File: config.mk
export PLATFORM = sky130hd
export DESIGN_NAME = muldiv_unit
export DESIGN_NICKNAME = d
export VERILOG_FILES = /design/src/rtl/muldiv_unit.sv
export SDC_FILE = /design/constraint.sdc
export NUM_CORES = 1
export LEC_CHECK = 0
export ABC_AREA = 1
export ABC_CLOCK_PERIOD_IN_PS = 2700
export CAP_MARGIN = 20
export CELL_PAD_IN_SITES_DETAIL_PLACEMENT = 0
export CELL_PAD_IN_SITES_GLOBAL_PLACEMENT = 2
export CORE_ASPECT_RATIO = 1.5
export CORE_MARGIN = 3
export CORE_UTILIZATION = 30
export DETAILED_ROUTE_END_ITERATION = 12
export GPL_TIMING_DRIVEN = 0
export PLACE_DENSITY_LB_ADDON = 0.15
export SLEW_MARGIN = 40
export SYNTH_ARGS = -nofsm -noshare
export SYNTH_HDL_FRONTEND = slang
export SYNTH_SLANG_ARGS = --single-unit
File: constraint.sdc
create_clock -name CLK -period 2.7 [get_ports CLK]
set_clock_uncertainty 0.1 [all_clocks]
set_input_delay 0.405 -clock CLK [delete_from_list [all_inputs] [get_ports CLK]]
set_output_delay 0.405 -clock CLK [all_outputs]
set_load 0.03 [all_outputs]
File: src/rtl/muldiv_unit.sv
// Multi-cycle MIPS multiply/divide unit with architectural HI/LO registers.
// Shift-add multiply and restoring divide on magnitudes, sign fix-up in a final cycle.
module muldiv_unit #(
  parameter int                 WIDTH   = 32,
  parameter logic [WIDTH-1:0]   DIV0_LO = 32'hFFFFFFFF
) (
  input  logic             CLK,
  input  logic             Reset_L,
  input  logic             start,
  input  logic [1:0]       op,
  input  logic [WIDTH-1:0] rs_data,
  input  logic [WIDTH-1:0] rt_data,
  input  logic             mthi,
  input  logic             mtlo,
  output logic             busy,
  output logic             done,
  output logic [WIDTH-1:0] hi_out,
  output logic [WIDTH-1:0] lo_out
);

  typedef enum logic [1:0] {S_IDLE, S_CALC, S_FIX} state_t;

  state_t                 state_q, state_d;
  logic [5:0]             cnt_q, cnt_d;
  logic                   is_div_q, is_div_d;
  logic                   neg_q, neg_d;
  logic                   sa_q, sa_d;
  logic                   div0_q, div0_d;
  logic                   done_q, done_d;
  logic [WIDTH-1:0]       rs_q, rs_d;
  logic [WIDTH-1:0]       opb_q, opb_d;
  logic [2*WIDTH-1:0]     opa_q, opa_d;
  logic [2*WIDTH-1:0]     acc_q, acc_d;
  logic [WIDTH-1:0]       hi_q, hi_d;
  logic [WIDTH-1:0]       lo_q, lo_d;

  logic                   a_neg, b_neg;
  logic [WIDTH-1:0]       a_mag, b_mag;
  logic [WIDTH:0]         rem_sh, diff;
  logic [2*WIDTH-1:0]     prod_fix;
  logic [WIDTH-1:0]       quo_fix, rem_fix;

  // State register
  always_ff @(posedge CLK or negedge Reset_L) begin
    if (!Reset_L) state_q <= S_IDLE;
    else          state_q <= state_d;
  end

  // Next-state logic
  always_comb begin
    state_d = state_q;
    case (state_q)
      S_IDLE:  if (start) state_d = S_CALC;
      S_CALC:  if (cnt_q == 6'd31) state_d = S_FIX;
      S_FIX:   state_d = S_IDLE;
      default: state_d = S_IDLE;
    endcase
  end

  // Outputs come straight from flops
  always_comb begin
    busy   = (state_q != S_IDLE);
    done   = done_q;
    hi_out = hi_q;
    lo_out = lo_q;
  end

  always_comb begin
    a_neg = op[0] & rs_data[WIDTH-1];
    b_neg = op[0] & rt_data[WIDTH-1];
    a_mag = a_neg ? (~rs_data + 1'b1) : rs_data;
    b_mag = b_neg ? (~rt_data + 1'b1) : rt_data;

    // Divide: acc holds {remainder, dividend/quotient}; shift one dividend bit in per step
    rem_sh = {acc_q[2*WIDTH-1:WIDTH], acc_q[WIDTH-1]};
    diff   = rem_sh - {1'b0, opb_q};

    prod_fix = neg_q ? (~acc_q + 1'b1) : acc_q;
    quo_fix  = neg_q ? (~acc_q[WIDTH-1:0] + 1'b1) : acc_q[WIDTH-1:0];
    rem_fix  = sa_q  ? (~acc_q[2*WIDTH-1:WIDTH] + 1'b1) : acc_q[2*WIDTH-1:WIDTH];
  end

  always_comb begin
    cnt_d    = cnt_q;
    is_div_d = is_div_q;
    neg_d    = neg_q;
    sa_d     = sa_q;
    div0_d   = div0_q;
    rs_d     = rs_q;
    opa_d    = opa_q;
    opb_d    = opb_q;
    acc_d    = acc_q;
    hi_d     = hi_q;
    lo_d     = lo_q;
    done_d   = 1'b0;
    case (state_q)
      S_IDLE: begin
        if (start) begin
          cnt_d    = '0;
          is_div_d = op[1];
          neg_d    = a_neg ^ b_neg;
          sa_d     = a_neg;
          div0_d   = (rt_data == '0);
          rs_d     = rs_data;
          opb_d    = b_mag;
          if (op[1]) begin
            acc_d = {{WIDTH{1'b0}}, a_mag};
            opa_d = '0;
          end else begin
            acc_d = '0;
            opa_d = {{WIDTH{1'b0}}, a_mag};
          end
        end else begin
          if (mthi) hi_d = rs_data;
          if (mtlo) lo_d = rs_data;
        end
      end
      S_CALC: begin
        cnt_d = (cnt_q == 6'd31) ? 6'd0 : cnt_q + 6'd1;
        if (is_div_q) begin
          acc_d = {(diff[WIDTH] ? rem_sh[WIDTH-1:0] : diff[WIDTH-1:0]),
                   acc_q[WIDTH-2:0], ~diff[WIDTH]};
        end else begin
          if (opb_q[0]) acc_d = acc_q + opa_q;
          opa_d = opa_q << 1;
          opb_d = opb_q >> 1;
        end
      end
      S_FIX: begin
        done_d = 1'b1;
        if (is_div_q) begin
          if (div0_q) begin
            hi_d = rs_q;
            lo_d = DIV0_LO;
          end else begin
            hi_d = rem_fix;
            lo_d = quo_fix;
          end
        end else begin
          hi_d = prod_fix[2*WIDTH-1:WIDTH];
          lo_d = prod_fix[WIDTH-1:0];
        end
      end
      default: ;
    endcase
  end

  always_ff @(posedge CLK or negedge Reset_L) begin
    if (!Reset_L) begin
      cnt_q    <= '0;
      is_div_q <= 1'b0;
      neg_q    <= 1'b0;
      sa_q     <= 1'b0;
      div0_q   <= 1'b0;
      rs_q     <= '0;
      opa_q    <= '0;
      opb_q    <= '0;
      acc_q    <= '0;
      hi_q     <= '0;
      lo_q     <= '0;
      done_q   <= 1'b0;
    end else begin
      cnt_q    <= cnt_d;
      is_div_q <= is_div_d;
      neg_q    <= neg_d;
      sa_q     <= sa_d;
      div0_q   <= div0_d;
      rs_q     <= rs_d;
      opa_q    <= opa_d;
      opb_q    <= opb_d;
      acc_q    <= acc_d;
      hi_q     <= hi_d;
      lo_q     <= lo_d;
      done_q   <= done_d;
    end
  end

endmodule
# After elaboration in Yosys (flattened, before gate mapping)
# Cells that the tools add are included.
dict set report totals {
  output_inout_bits 66
  reg_bits 269
  inputBits 71
}
dict set report classes {
  n_bitwise 9
  muxes 35
  n_addsub 8
  n_eq_ne 10
  n_reduce_logical 12
}
# cell count
set ops {}
lappend ops {{$mux W32} 17}
lappend ops {{$mux W64} 6}
lappend ops {{$pmux W64 S2} 2}
lappend ops {{$pmux W32 S2} 3}
lappend ops {{$add A32 B1 Y32 const B} 4}
lappend ops {{$not A32 Y32} 4}
lappend ops {{$add A64 B1 Y64 const B} 1}
lappend ops {{$add A64 B64 Y64} 1}
lappend ops {{$not A64 Y64} 1}
lappend ops {{$sub A33 B32 Y33} 1}
lappend ops {{$logic_not A32 Y1} 1}
lappend ops {{$mux W6} 2}
lappend ops {{$ne A2 B2 Y1 const B} 6}
lappend ops {{$pmux W6 S2} 1}
lappend ops {{$reduce_and A3 Y1} 4}
lappend ops {{$add A6 B1 Y6 const B} 1}
lappend ops {{$eq A6 B5 Y1 const B} 1}
lappend ops {{$reduce_and A2 Y1} 3}
lappend ops {{$reduce_bool A2 Y1} 3}
lappend ops {{$mux W2} 2}
lappend ops {{$pmux W2 S2} 1}
lappend ops {{$ne A3 B3 Y1 const B} 1}
lappend ops {{$and A1 B1 Y1} 2}
lappend ops {{$eq A2 B1 Y1 const B} 1}
lappend ops {{other kinds (5)} 5}

# Longest topological paths before layout
dict set report depth {
  word_depth 6
  mapped_depth 20
}

# Worst setup path before layout
# Ideal clock, no wire load.
dict set report synth_timing {
  kind {register to register}
  startpoint {register acc_q[31]}
  endpoint {register acc_q[44]}
  n_path_buf 2
  path_stages_with_launch 20
  setup_ns 0.117
  t_arrival_ns 2.342
  slack_ns 0.140
  path_cell_list {dfrtp_1 -> clkbuf_1 -> inv_1 -> ha_1 -> fa_1 -> inv_1 -> nand2_1 -> nand2_1 -> nand3_1 -> nand2_2 -> nand2_1 -> nand2_2 -> nand2_4 -> nand3_1 -> nand2_4 -> buf_4 -> nand2_1 -> nand3_1 -> nand3_1 -> nand2_1}
}
dict set report synth_via {
  elab_chain_cells 4
  word_cells_on_any_way 6
}
# element line
set synth_rtl {}
lappend synth_rtl {{start: declaration} 33} ;# logic [2*WIDTH-1:0] acc_q, acc_d;
lappend synth_rtl {{start signal: assignment} 158} ;# acc_q <= '0;
lappend synth_rtl {{start signal: assignment} 171} ;# acc_q <= acc_d;
lappend synth_rtl {{$add A64 B64 Y64 / $sub A33 B32 Y33 (equally long branches)} {124, 76}}
lappend synth_rtl {{$mux W64 / $mux W32 (equally long branches)} {124, 121}}
lappend synth_rtl {{$mux W64 *} 120} ;# if (is_div_q) begin
lappend synth_rtl {{$pmux W64 S2 *} 96} ;# case (state_q)
# Every way passes the cells marked *; elsewhere a longest branch is shown, timed or not. The select of a mux whose other input is x is not followed.
# A chain may end at the register's enable or synchronous reset.

# Worst setup path in the final report
dict set report layout_timing {
  startpoint {register neg_q}
  endpoint {register lo_q[23], in the netlist lo_out[23]}
}
dict set report layout_via {
  elab_chain_cells 4
  word_cells_on_any_way 5
}
# element line
set layout_rtl {}
lappend layout_rtl {{start: declaration} 26} ;# logic neg_q, neg_d;
lappend layout_rtl {{start signal: assignment} 165} ;# neg_q <= neg_d;
lappend layout_rtl {{$mux W32} 79} ;# quo_fix = neg_q ? (~acc_q[WIDTH-1:0] + 1'b1) : acc_q[WIDTH-1:0];
lappend layout_rtl {{$mux W32} 132} ;# if (div0_q) begin
lappend layout_rtl {{$mux W32 *} 131} ;# if (is_div_q) begin
lappend layout_rtl {{$pmux W32 S2 *} 96}
lappend layout_rtl {{end signal: assignment} 173} ;# lo_q <= lo_d;
lappend layout_rtl {{end: declaration} 35} ;# logic [WIDTH-1:0] lo_q, lo_d;
# Every way passes the cells marked *; elsewhere a longest branch is shown, timed or not.

==> results.json <==
{
  "h-tree-depth": 2,
  "row_count": 131,
  "grt_max_degree": 68,
  "fin_util_pct": 37.3,
  "p_seq_share_pct": 18.3,
  "peakVddDrop_v": 0.000457,
  "clock_power_share_pct": 11.1,
  "synth.distinct_cells": 56,
  "ys_seq_area_share_pct": 26.1,
  "synth-adder-area-share_pct": 5.01,
  "final_cell_mix": "nand2_1, inv_1, nor2_1, nand3_1, o21ai_0",
  "synth-xor-area-share_pct": 3.23,
  "status": "finished clean",
  "hold_class": "input pin to async pin",
  "cp_slowest_cell": "dfrtp_1",
  "core_area_mm2": 0.0852,
  "crit_required_ns": 3.02,
  "finalCriticalPeriod_ns": 2.69,
  "p_comb_share_pct": 70.7,
  "timing.fmax_mhz": 371,
  "clkTransAtPathRegs_ns": 0.06,
  "hold_slack_ns": 0.251,
  "slew_headroom_pct": 43.4,
  "wire_per_inst_um": 24.3,
  "synth_edf_count": 0,
  "drtIter0Drc": 1901,
  "stdcell_count": 5782,
  "synth_top_cell_by_area": "dfrtp_1",
  "yosys.area.top_type_share_pct": 26.1,
  "grt_overflow_total": 0,
  "final-setup-viol-count": 0,
  "synth_simple_gate_area_share_pct": 37.7,
  "synth_compound_area_share_pct": 15.1,
  "cts.sinks": 269,
  "cts_buffers": 34,
  "max_stage_delay_ns": 0.72,
  "grt_setup_unrepaired": "true",
  "critPathCaptureType": "flop",
  "mostFrequentLayoutCell": "nand2_1",
  "nFillCells": 9713,
  "ios": 137,
  "path_depth": 5,
  "cp_cell_sequence": "clkbuf_1 > nand2_1 > xor2_1 > o21ai_1 > o211ai_1",
  "io_buffers": 136,
  "cts_tree": "yes",
  "nets": 4798,
  "synth-main-ff-cell": "dfrtp_1",
  "synth_seq_cells": 269,
  "grtUsageTotal_pct": 30.9,
  "place.gp.congestion": 0.977,
  "power.density_mw_per_mm2": 1320,
  "vias": 29200,
  "drv_slew": 0,
  "synth_top_family_by_area": "simple AND/OR/NAND/NOR gates",
  "min_period_over_period_pct": 99.7,
  "syn2layout_area_growth_pct": 23.4,
  "worst_pin_slew_ns": 0.848,
  "grt_pass1_vias": 28600,
  "dp_slack_ns": -1.34,
  "rr_worst_depth": 5,
  "syn_area_mm2": 0.0258,
  "crit_family": "flip-flops",
  "clockRootBuffer": "clkbuf_16",
  "final_antenna_net_count": 0,
  "viasPerCell": 5.05,
  "ys_async_sr_fraction_pct": 100,
  "drive_gt1_share_pct": 11.3,
  "synth_area_per_cell_um2": 5.86,
  "arrival_ns": 3.01,
  "initial_core_util_pct": 30.3,
  "intPower_mw": 17.9,
  "first_pass_iters": 5,
  "antenna_found_initial": 0,
  "crit_type": "flop to flop",
  "finalHoldViolCount": 0,
  "muxShareOfSynthArea_pct": 0,
  "clockBufferDepth": 3,
  "route.detailed.drc": 0,
  "synth_nets": 4578,
  "routed_wl_mm": 141,
  "grt_first_pass_wirelength_mm": 200,
  "die_area_mm2": 0.0896,
  "switchingPower_mw": 24.0,
  "critPathBufInv": 1,
  "maxCapViolCount": 0,
  "clkLatencyLatePin_ns": 0.59,
  "place_inst": 5675,
  "cp-start-kind": "flop",
  "path_max_fanout": 10,
  "dieWidth_um": 245,
  "yosys_warnings": 0,
  "fin_tns_setup_ns": 0,
  "synth_area_leaders": "dfrtp_1, nand2_1, inv_1",
  "setup_ws_ns": 0.00734,
  "swShare_pct": 57.3,
  "dp_hpwl_mm": 118,
  "die_y_um": 365,
  "syn-instance-count": 4405,
  "static-leakage-power_nw": 16.0
}
-- flip-flops by register name, summed over array words and instances, names as in the netlist --
register	cells
hi_out	32
opa_q	64
lo_out	32
done	1
rs_q	32
state_q	2
cnt_q	6
is_div_q	1
div0_q	1
neg_q	1
acc_q	64
sa_q	1
opb_q	32
-- per-stage QoR --
| step | total power [mW] | area (um2) |
|---|---|---|
| after floorplan | 23.2 | 25800 |
| after global placement | 33.8 | 28600 |
| after detailed placement | 33.8 | 28700 |
| after CTS | 39.7 | 30500 |
| after global routing | 45.0 | 31800 |
| final | 41.9 | 31800 |
-- worst register-to-register path, stage by stage (launching register included) --
cell and delay [ns]:
dfrtp_1 0.72, clkbuf_1 0.69, nand2_1 0.15, xor2_1 0.17
o21ai_1 0.55, o211ai_1 0.17
-- final timing paths --
kind / from / endpoint / slack (ns)
setup reg to reg: neg_q / lo_out[23] / 0.007
min in group CLK: lo_out[0] / lo_out[0] / 0.38
hold / removal: Reset_L / hi_out[30] / 0.25
max in group asynchronous: Reset_L / acc_q[53] / 1.13
setup / recovery: neg_q / lo_out[23] / 0.007
hold reg to reg: lo_out[0] / lo_out[0] / 0.38
-- Yosys cell counts, drive strengths merged, types with 5 or more instances --
cell type,instances
o22ai,34
a22oi,36
a21o,6
nor2,393
dfrtp,269
or2,6
o221ai,5
and2,6
o21bai,12
xor2,84
xnor2,11
buf,47
nor4,6
ha,100
nand3b,8
o211ai,55
nor3,51
nand2,1545
o21ai,297
nand4,43
inv,713
a31oi,8
nand3,313
a21oi,236
clkbuf,101
and3,5
-- power groups by stage --
stage	logic, mW	registers (mW)	clock network, mW
final	29.6	7.66	4.65
after global routing	32.4	7.74	4.85
after CTS	27.3	7.62	4.70
after detailed placement	26.2	7.60	0
after global placement	26.2	7.62	0
after floorplan	16.4	6.83	0
-- logic make-up after synthesis --
logic type	count (synthesis)
fa+ha+maj	102
buf+inv	864
compound gates	698
simple gates	2377
xor+xnor	95
flops	269
-- final cells by class --
class / instances / area (um2) / area share [%]
Clock inverter: 18 / 179 / 0.562
Buffer: 146 / 714 / 2.24
Multi-Input combinational cell: 3273 / 17200 / 54.0
Timing Repair Buffer: 185 / 1920 / 6.04
Inverter: 716 / 2700 / 8.47
Clock buffer: 44 / 908 / 2.85
Sequential cell: 269 / 6790 / 21.3
Tap cell: 1130 / 1410 / 4.44
Antenna cell: 1 / 2.50 / 0.00786
-- layer usage --
metal	track usage (%)	wire [um]
met4	21.9	12700
met5	0	0
met2	56.9	70600
met1	32.8	52600
met3	3.16	4770
-- repair_timing --
action / 4_1_cts / 5_1_grt
hold endpoints to repair: 49 / 0
gates cloned: 0 / 6
pin swaps: 8 / 27
setup buffers: 12 / 27
hold buffers: 1 / 0
endpoints found under the setup margin: 194 / 179
resized for setup: 173 / 242
Power figures use the tool's default switching activity.
